## config.mk

```make
export PLATFORM = sky130hd
export DESIGN_NAME = input_repeat_debouncer
export DESIGN_NICKNAME = d
export VERILOG_FILES = /design/src/rtl/input_repeat_debouncer_pkg.sv /design/src/rtl/input_repeat_debouncer_debounce_channel.sv /design/src/rtl/input_repeat_debouncer.sv
export SDC_FILE = /design/constraint.sdc
export NUM_CORES = 1
export LEC_CHECK = 0
export ABC_AREA = 1
export CAP_MARGIN = 20
export CELL_PAD_IN_SITES_DETAIL_PLACEMENT = 2
export CELL_PAD_IN_SITES_GLOBAL_PLACEMENT = 2
export CORE_AREA = 5 5 165 167
export DETAILED_ROUTE_END_ITERATION = 7
export DIE_AREA = 0 0 170 172
export PLACE_DENSITY_LB_ADDON = 0.25
export SETUP_SLACK_MARGIN = 0.5
export SYNTH_ARGS = -nofsm -noshare
export SYNTH_HDL_FRONTEND = slang
export SYNTH_SLANG_ARGS = --single-unit
```

## constraint.sdc

```tcl
create_clock -name CLOCK_50 -period 1.9 [get_ports CLOCK_50]
set_input_delay 0.19 -clock CLOCK_50 [delete_from_list [all_inputs] [get_ports CLOCK_50]]
set_output_delay 0.19 -clock CLOCK_50 [all_outputs]
set_load 0.03 [all_outputs]
```

## src/rtl/input_repeat_debouncer_pkg.sv

```systemverilog
// ============================================================================
// Module : input_repeat_debouncer_pkg
// Brief  : Shared state encodings, channel indices and 50 MHz timing defaults
// Rev    : 1.0  initial release
// ============================================================================
`default_nettype none

package input_repeat_debouncer_pkg;

  typedef enum logic [1:0] {
    ST_IDLE = 2'd0,
    ST_DAS  = 2'd1,
    ST_RPT  = 2'd2
  } rep_state_e;

  localparam int CH_LEFT  = 0;
  localparam int CH_RIGHT = 1;
  localparam int CH_ROT   = 2;

  // 50 MHz defaults: 10 ms debounce, 200 ms DAS, 50 ms ARR, 12.5 ms ARR floor
  localparam int DEF_N_CH    = 3;
  localparam int DEF_DEB_CYC = 500000;
  localparam int DEF_DAS_CYC = 10000000;
  localparam int DEF_ARR_CYC = 2500000;
  localparam int DEF_ARR_MIN = 625000;
  localparam int DEF_CNT_W   = 24;

endpackage

`default_nettype wire

```

## src/rtl/input_repeat_debouncer_debounce_channel.sv

```systemverilog
// ============================================================================
// Module : input_repeat_debouncer_debounce_channel
// Brief  : One channel: 2-FF sync, debounce and DAS/ARR auto-repeat FSM.
//          Optional macro REPEAT_ACCEL_EN shrinks the repeat period per pulse.
// Rev    : 1.0  initial release
// ============================================================================
`default_nettype none

module input_repeat_debouncer_debounce_channel
  import input_repeat_debouncer_pkg::*;
#(
  parameter int DEB_CYC = DEF_DEB_CYC,
  parameter int DAS_CYC = DEF_DAS_CYC,
  parameter int ARR_CYC = DEF_ARR_CYC,
`ifdef REPEAT_ACCEL_EN
  parameter int ARR_MIN = DEF_ARR_MIN,
`endif
  parameter int CNT_W   = DEF_CNT_W
) (
  input  logic clk_i,
  input  logic rst_i,
  input  logic key_n_i,
  input  logic rep_en_i,
  output logic level_o,
  output logic pulse_o,
  output logic release_o
);

  localparam logic [CNT_W-1:0] DEB_LAST = CNT_W'(DEB_CYC - 1);
  localparam logic [CNT_W-1:0] DAS_LAST = CNT_W'(DAS_CYC - 1);
  localparam logic [CNT_W-1:0] ONE      = CNT_W'(1);

  logic             sync1_q, sync2_q;
  logic             level_q, level_d;
  logic             pulse_q, release_q;
  logic [CNT_W-1:0] deb_cnt_q, deb_cnt_d;
  logic [CNT_W-1:0] rpt_cnt_q;
  logic [CNT_W-1:0] arr_last;
  rep_state_e       state_q;

  // Synchronizer captures the inverted key, so raw_s is active-high
  logic raw_s;
  assign raw_s = sync2_q;

  always_comb begin
    level_d   = level_q;
    deb_cnt_d = '0;
    if (raw_s != level_q) begin
      if (deb_cnt_q == DEB_LAST) begin
        level_d = ~level_q;
      end else begin
        deb_cnt_d = deb_cnt_q + ONE;
      end
    end
  end

  always_ff @(posedge clk_i) begin
    if (rst_i) begin
      sync1_q   <= 1'b0;
      sync2_q   <= 1'b0;
      level_q   <= 1'b0;
      deb_cnt_q <= '0;
      release_q <= 1'b0;
    end else begin
      sync1_q   <= ~key_n_i;
      sync2_q   <= sync1_q;
      level_q   <= level_d;
      deb_cnt_q <= deb_cnt_d;
      release_q <= level_q & ~level_d;
    end
  end

`ifdef REPEAT_ACCEL_EN
  localparam logic [CNT_W-1:0] ARR_INIT  = CNT_W'(ARR_CYC);
  localparam logic [CNT_W-1:0] ARR_FLOOR = CNT_W'(ARR_MIN);

  logic [CNT_W-1:0] cur_arr_q;
  logic [CNT_W-1:0] arr_shrunk;
  logic [CNT_W-1:0] arr_next;

  assign arr_shrunk = cur_arr_q - (cur_arr_q >> 2);
  assign arr_next   = (arr_shrunk < ARR_FLOOR) ? ARR_FLOOR : arr_shrunk;
  assign arr_last   = cur_arr_q - ONE;

  always_ff @(posedge clk_i) begin
    if (rst_i) begin
      cur_arr_q <= ARR_INIT;
    end else if (state_q == ST_DAS && level_d && rep_en_i && rpt_cnt_q == DAS_LAST) begin
      cur_arr_q <= ARR_INIT;
    end else if (state_q == ST_RPT && level_d && rpt_cnt_q == arr_last) begin
      cur_arr_q <= arr_next;
    end
  end
`else
  assign arr_last = CNT_W'(ARR_CYC - 1);
`endif

  // FSM steers on level_d so a repeat can never coincide with the release strobe
  always_ff @(posedge clk_i) begin
    if (rst_i) begin
      state_q   <= ST_IDLE;
      rpt_cnt_q <= '0;
      pulse_q   <= 1'b0;
    end else begin
      pulse_q <= 1'b0;
      case (state_q)
        ST_IDLE: begin
          rpt_cnt_q <= '0;
          if (level_d) begin
            state_q <= ST_DAS;
            pulse_q <= 1'b1;
          end
        end
        ST_DAS: begin
          if (!level_d) begin
            state_q   <= ST_IDLE;
            rpt_cnt_q <= '0;
          end else if (!rep_en_i) begin
            rpt_cnt_q <= '0;
          end else if (rpt_cnt_q == DAS_LAST) begin
            state_q   <= ST_RPT;
            rpt_cnt_q <= '0;
            pulse_q   <= 1'b1;
          end else begin
            rpt_cnt_q <= rpt_cnt_q + ONE;
          end
        end
        ST_RPT: begin
          if (!level_d) begin
            state_q   <= ST_IDLE;
            rpt_cnt_q <= '0;
          end else if (rpt_cnt_q == arr_last) begin
            rpt_cnt_q <= '0;
            pulse_q   <= 1'b1;
          end else begin
            rpt_cnt_q <= rpt_cnt_q + ONE;
          end
        end
        default: begin
          state_q   <= ST_IDLE;
          rpt_cnt_q <= '0;
        end
      endcase
    end
  end

  assign level_o   = level_q;
  assign pulse_o   = pulse_q;
  assign release_o = release_q;

endmodule

`default_nettype wire

```

## src/rtl/input_repeat_debouncer.sv

```systemverilog
// ============================================================================
// Module : input_repeat_debouncer
// Brief  : N-channel key debouncer with per-channel DAS/ARR auto-repeat.
//          Macro REPEAT_ACCEL_EN enables geometric repeat acceleration.
// Rev    : 1.0  initial release
// ============================================================================
`default_nettype none

module input_repeat_debouncer
  import input_repeat_debouncer_pkg::*;
#(
`ifdef REPEAT_ACCEL_EN
  parameter int ARR_MIN = DEF_ARR_MIN,
`endif
  parameter int N_CH    = DEF_N_CH,
  parameter int DEB_CYC = DEF_DEB_CYC,
  parameter int DAS_CYC = DEF_DAS_CYC,
  parameter int ARR_CYC = DEF_ARR_CYC,
  parameter int CNT_W   = DEF_CNT_W
) (
  input  logic            CLOCK_50,
  input  logic            reset,
  input  logic [N_CH-1:0] key_n,
  input  logic [N_CH-1:0] rep_en,
  output logic [N_CH-1:0] level,
  output logic [N_CH-1:0] pulse,
  output logic [N_CH-1:0] release_p
);

  for (genvar g = 0; g < N_CH; g++) begin : g_ch
    input_repeat_debouncer_debounce_channel #(
`ifdef REPEAT_ACCEL_EN
      .ARR_MIN (ARR_MIN),
`endif
      .DEB_CYC (DEB_CYC),
      .DAS_CYC (DAS_CYC),
      .ARR_CYC (ARR_CYC),
      .CNT_W   (CNT_W)
    ) u_ch (
      .clk_i     (CLOCK_50),
      .rst_i     (reset),
      .key_n_i   (key_n[g]),
      .rep_en_i  (rep_en[g]),
      .level_o   (level[g]),
      .pulse_o   (pulse[g]),
      .release_o (release_p[g])
    );
  end

endmodule

`default_nettype wire

```

Word level (Yosys, flattened, before mapping):

Index checks and enable logic that the tools add are counted.

* register bits: 165
* input bits: 8
* output and inout port bits: 9
* word-level logic and storage cells: 147

* $add $sub $neg: 6
* equality and inequality tests: 30
* muxes and demuxes: 63
* bitwise operators: 15
* reduce and logical (&&, ||, !) cells: 9

Operators by type and width (number)
* $mux W24: 15
* $add A24 B1 Y24 const B: 6
* $pmux W24 S2: 3
* $eq A24 B19 Y1 const B: 3
* $eq A24 B22 Y1 const B: 3
* $eq A24 B24 Y1 const B: 3
* $mux W2: 15
* $mux W1: 24
* $ne A3 B3 Y1 const B: 6
* $pmux W2 S3: 3
* $not A1 Y1: 12
* $reduce_and A4 Y1: 3
* $pmux W1 S3: 3
* $reduce_or A3 Y1: 3
* $eq A2 B1 Y1 const B: 3
* $eq A2 B2 Y1 const B: 3
* $logic_not A2 Y1: 3
* $ne A2 B1 Y1 const B: 3
* $ne A2 B2 Y1 const B: 3
* $and A1 B1 Y1: 3
* $ne A1 B1 Y1: 3

Logic depth before layout (Yosys ltp):

* depth in word-level cells: 5
* mapped depth: 14
* gate-level depth less buffers: 14

Hierarchy:

Synthesis repeated with hierarchy kept, for this count alone.

* cell total of the unflattened synthesis: 1580
* area, all modules: 10177.3 um^2

By module, submodules not included
* input_repeat_debouncer_debounce_channel at g_ch[0].u_ch: instances 1, cells each 529, area each 3462.1 um^2, seq. area each 1101.1 um^2
* input_repeat_debouncer_debounce_channel at g_ch[1].u_ch: instances 1, cells each 528, area each 3377.0 um^2, seq. area each 1101.1 um^2
* input_repeat_debouncer_debounce_channel at g_ch[2].u_ch: instances 1, cells each 523, area each 3338.2 um^2, seq. area each 1101.1 um^2

Least setup slack after synthesis:

No wires, ideal clock.

* path kind: reg-to-reg
* start: register g_ch[1].u_ch.deb_cnt_q[0]
* end: register g_ch[1].u_ch.rpt_cnt_q[20]
* library setup time: 0.119 ns
* data arrival time: 1.600 ns
* data required time: 1.781 ns
* slack: 0.181 ns
* stages on the path, launching flop included: 14
* path buffers: 1
* clock period less this slack: 1.719 ns
* path through: dfxtp_1 ha_1 inv_2 nor2_4 inv_2 nor2_8 nand3_1 nand2_2 nand2_4 nand3_2 nand2_1 nand3_2 buf_6 nor2_2

* word-level cells in the longest chain between the ends: 5
* elaborated cells between the ends (all ways): 6
* classes of those cells: eq/ne (1); mux (5)

RTL lines
* start: declaration: RTL line input_repeat_debouncer_debounce_channel.sv:36 `logic [CNT_W-1:0] deb_cnt_q, deb_cnt_d;`
* start signal: assignment: RTL line input_repeat_debouncer_debounce_channel.sv:68 `deb_cnt_q <= deb_cnt_d;`
* $eq A24 B19 Y1 (*): RTL line input_repeat_debouncer_debounce_channel.sv:49 `if (deb_cnt_q == DEB_LAST) begin`
* $mux W1 (*): RTL line input_repeat_debouncer_debounce_channel.sv:49
* $mux W1 (*): RTL line input_repeat_debouncer_debounce_channel.sv:48 `if (raw_s != level_q) begin`
* $mux W24, on equally long branches: RTL line input_repeat_debouncer_debounce_channel.sv:129, input_repeat_debouncer_debounce_channel.sv:115
* $pmux W24 S2 (*): RTL line input_repeat_debouncer_debounce_channel.sv:106 `case (state_q)`
* end signal: assignment: RTL line input_repeat_debouncer_debounce_channel.sv:125 `rpt_cnt_q <= rpt_cnt_q + ONE;`
* end signal: assignment: RTL line input_repeat_debouncer_debounce_channel.sv:136 `rpt_cnt_q <= rpt_cnt_q + ONE;`
* end: declaration: RTL line input_repeat_debouncer_debounce_channel.sv:37 `logic [CNT_W-1:0] rpt_cnt_q;`

Every way passes the cells marked *; elsewhere a longest branch is shown, timed or not.
A chain may end at the register's enable or synchronous reset.

Final worst setup path:

* start: register g_ch[1].u_ch.rpt_cnt_q[0]
* end: register g_ch[1].u_ch.rpt_cnt_q[18]

* word-level cells in the longest chain between the ends: 5
* elaborated cells between the ends (all ways): 9
* classes of those cells: add/sub (1); eq/ne (2); mux (6)

RTL lines
* $add A24 B1 Y24 or $eq A24 B24 Y1 (tied branches): RTL line input_repeat_debouncer_debounce_channel.sv:125, input_repeat_debouncer_debounce_channel.sv:136, input_repeat_debouncer_debounce_channel.sv:120
* $mux W24: RTL line input_repeat_debouncer_debounce_channel.sv:120 `end else if (rpt_cnt_q == DAS_LAST) begin`
* $mux W24: RTL line input_repeat_debouncer_debounce_channel.sv:118 `end else if (!rep_en_i) begin`
* $mux W24: RTL line input_repeat_debouncer_debounce_channel.sv:115 `if (!level_d) begin`
* $pmux W24 S2 (*): RTL line input_repeat_debouncer_debounce_channel.sv:106

Marked as above.

==> flow_summary_export.csv <==
group,metric,value,unit
sta,finalSetupViolations,95,
final_layout,syn_to_final_growth,52.7,%
drt,vias,10700,
floorplanning,core,25600,um^2
critical_path,required,2.32,ns
clock_tree,htree_num_levels,4,
sta,slew_headroom,63.0,%
clock_tree,cts_buffer_depth,2,
synth,ys_async_sr_fraction,0,%
final_layout,design_area,13800,um^2
run,max-cap-violations,0,
pwr,power.density,605,nW/um^2
synth,synth-warning-count,0,
pwr,irDropWorstVdd,895,uV
global_route,grt_usage,27.2,%
sta,whs,0.224,ns
floorplanning,io_pins,17,
sta,fmax,456,MHz
placement,io_buffers,16,
synth,synth-edff-count,0,
sta,finalMaxSlewViolations,0,
clock_tree,cts-hold-fix-buffers,0,
clock_tree,clock_sinks,165,
critical_path,crit_path_max_incr_delay,0.39,ns
sta,finalSetupTns,-14.86,ns
sta,worstMarginPinSlew,0.550,ns
global_route,grt_max_degree,25,
placement,place.gp.congestion,0.814,
clock_tree,worstSkewPairLatency,0.49,ns
synth,ys_ff_latch,165,
floorplanning,die_w,170,um
critical_path,slowest_stage,"dfxtp_4",
synth,synth_flop_cell,"dfxtp_1",
drt,highest-signal-layer,"met5",
global_route,grt_pass1_wl,62300,um
sta,rsz0062_at_grt,"true",
placement,placed_cell_area,10000,um^2
critical_path,critPathCaptureType,"flop",
drt,via_per_inst,5.82,
clock_tree,clk_pin_slew,0.07,ns
synth,synth_area_per_cell,6.93,um^2
outcome,violations,"setup timing",
drt,wl_met3,2800,um
critical_path,worstPathMaxFanout,4,
outcome,outcome,"finished with violations",
drt,wire_per_inst,30.2,um
critical_path,worstPathArrival,2.62,ns
pwr,leakage,5.08,nW
drt,met2_length,27400,um
clock_tree,cts_root_buffer,"clkbuf_16",
final_layout,drive_above_1_share,44.9,%
final_layout,stdcell_count,1834,
placement,hpwl,21500,um
synth,synth.yosys.seq_area_share,36.7,%
sta,setup_slack,-0.293,ns
sta,finalCriticalPeriod,2.19,ns
drt,wl,55300,um
pwr,fin_total_pwr,8.33,mW
sta,finalHoldViolations,0,
global_route,grt_overflow,0,
drt,first_iter_violations,887,
global_route,grt_antenna_before_repair,1,
synth,synth_cells,1300,
clock_tree,cts_tree,"yes",
floorplanning,start_util,35.2,%
min_path,hold_path.class,"in -> reg",
synth,synth_area,9010,um^2
drt,drtAntennaViolNets,0,
final_layout,diodes,0,
floorplanning,die_h,172,um
drt,drc,0,
synth,ys_types,42,
placement,place_inst,1671,
synth,syn-num-nets,1326,
critical_path,start_kind,"flop",
final_layout,nets,1512,
drt,drt-pass1-iter-count,5,
sta,finalCritPeriodShare,115,%
clock_tree,cts_buffers,17,
floorplanning,die-area,29200,um^2
drt,met1_length,22900,um
global_route,first_global_vias,10700,
sta,fin_worst_skew,0.0134,ns
floorplanning,rows,59,
critical_path,crit_type,"reg -> reg",
critical_path,path_cells,"ha_4, nand3_4, inv_2, nand2_2, nor2_4, nand2_2, nor2_4, nand4_1, o21ai_0, nand2_1, nor2_2",
-- power breakdown --
part | internal [mW] | switching [mW]
clock | 2.09 | 1.84
sequential | 3.46 | 0.0685
combinational | 0.268 | 0.601
total | 5.82 | 2.51
-- cells by family after synthesis --
kind of cell / after synthesis / share of synthesized area, %
buffers and inverters: 206 / 9.58
AND/OR/NAND/NOR: 762 / 40.1
XOR/XNOR: 53 / 5.15
flip-flops: 165 / 36.7
adder cells (fa/ha/maj): 18 / 2.50
AO/OA/AOI/OAI: 96 / 5.95
-- critical path, delay by kind of cell (launching register included) --
| family | cells | cell delay (ns) |
|---|---|---|
| compound gates | 1 | 0.33 |
| buf+inv | 1 | 0.11 |
| fa+ha+maj | 1 | 0.18 |
| flops | 1 | 0.39 |
| simple gates | 8 | 1.12 |
-- flip-flops by register name, indices dropped and copies added, names as in the netlist --
| signal | cells |
|---|---|
| g_ch.u_ch.sync1_q | 3 |
| g_ch.u_ch.pulse_o | 3 |
| g_ch.u_ch.release_o | 3 |
| g_ch.u_ch.raw_s | 3 |
| g_ch.u_ch.rpt_cnt_q | 72 |
| g_ch.u_ch.deb_cnt_q | 72 |
| g_ch.u_ch.state_q | 6 |
| g_ch.u_ch.level_o | 3 |
-- cell usage after synthesis, types with 7 or more instances --
| cell | number | area [um^2] |
|---|---|---|
| nor2_1 | 221 | 830 |
| nand2_2 | 8 | 50.1 |
| ha_1 | 18 | 225 |
| o21a_1 | 7 | 52.6 |
| dfxtp_1 | 165 | 3300 |
| nor4_1 | 22 | 138 |
| nand3_2 | 9 | 90.1 |
| nor2_2 | 41 | 257 |
| xnor2_1 | 7 | 61.3 |
| nand2_1 | 227 | 852 |
| inv_2 | 8 | 30.0 |
| o21ai_0 | 28 | 140 |
| inv_1 | 175 | 657 |
| nor3_1 | 52 | 260 |
| nand4_1 | 45 | 282 |
| xor2_1 | 46 | 403 |
| buf_4 | 9 | 67.6 |
| or2_2 | 12 | 75.1 |
| nand3_1 | 93 | 465 |
| nor3b_1 | 11 | 82.6 |
| nor3_2 | 7 | 70.1 |
| a21oi_1 | 45 | 225 |
-- cell usage in the layout, fill, tap and decap left out, drive strengths merged --
| cell type | count |
|---|---|
| o21ai | 29 |
| inv | 182 |
| nand4 | 46 |
| nor2 | 267 |
| nor3 | 59 |
| dfxtp | 165 |
| xnor2 | 7 |
| o211a | 1 |
| buf | 168 |
| o211ai | 3 |
| clkdlybuf4s50 | 7 |
| nand2 | 237 |
| o22ai | 1 |
| a31oi | 4 |
| o21a | 7 |
| nand3 | 103 |
| clkinvlp | 3 |
| a21oi | 45 |
| ha | 18 |
| dlygate4sd2 | 1 |
| xor2 | 46 |
| nor4 | 22 |
| o31ai | 2 |
| bufinv | 2 |
| or2 | 13 |
| dlymetal6s2s | 6 |
| nand3b | 1 |
| clkbuf | 30 |
| nor3b | 12 |
| and3 | 2 |
| clkinv | 6 |
| o21bai | 4 |
-- per-stage QoR --
step | util (%) | setup slack (ns)
6_report | 53.7 | -0.293
3_5_place_dp | 39.1 | -0.109
4_1_cts | 44.5 | 0.0809
2_1_floorplan | - | 0.293
3_3_place_gp | 39.1 | -0.0669
5_1_grt | 53.7 | -0.384
-- worst paths after layout --
check	start	to	slack [ns]	cells after the start
worst min register to register	g_ch[0].u_ch.sync1_q	g_ch[0].u_ch.raw_s	0.43	2
worst max register to register	g_ch[1].u_ch.rpt_cnt_q[0]	g_ch[1].u_ch.rpt_cnt_q[18]	-0.29	11
worst max-delay path	g_ch[1].u_ch.rpt_cnt_q[0]	g_ch[1].u_ch.rpt_cnt_q[18]	-0.29	11
worst min-delay path	key_n[1]	g_ch[1].u_ch.sync1_q	0.22	2
-- metal layers --
layer  vias up  global-route usage, %
met3       171                   4.82
li1       4557                      -
met4         2                   10.8
met1      5501                   31.9
met2       434                   49.4
met5         -                      0
-- timing repair --
action                     in CTS  in global routing
setup buffers                  40                 86
gates resized for setup       121                442
setup endpoints to repair     165                167
gates cloned                    1                  4
pin swaps                      28                105
-- layout make-up --
class,count,area [um^2]
Fill cell,2776,11900
Inverter,183,729
Tap cell,335,419
Multi-Input combinational cell,929,6760
Timing Repair Buffer,190,1800
Clock inverter,10,121
Sequential cell,165,3440
Clock buffer,22,484
No activity file was read; power rests on OpenSTA's default activity.
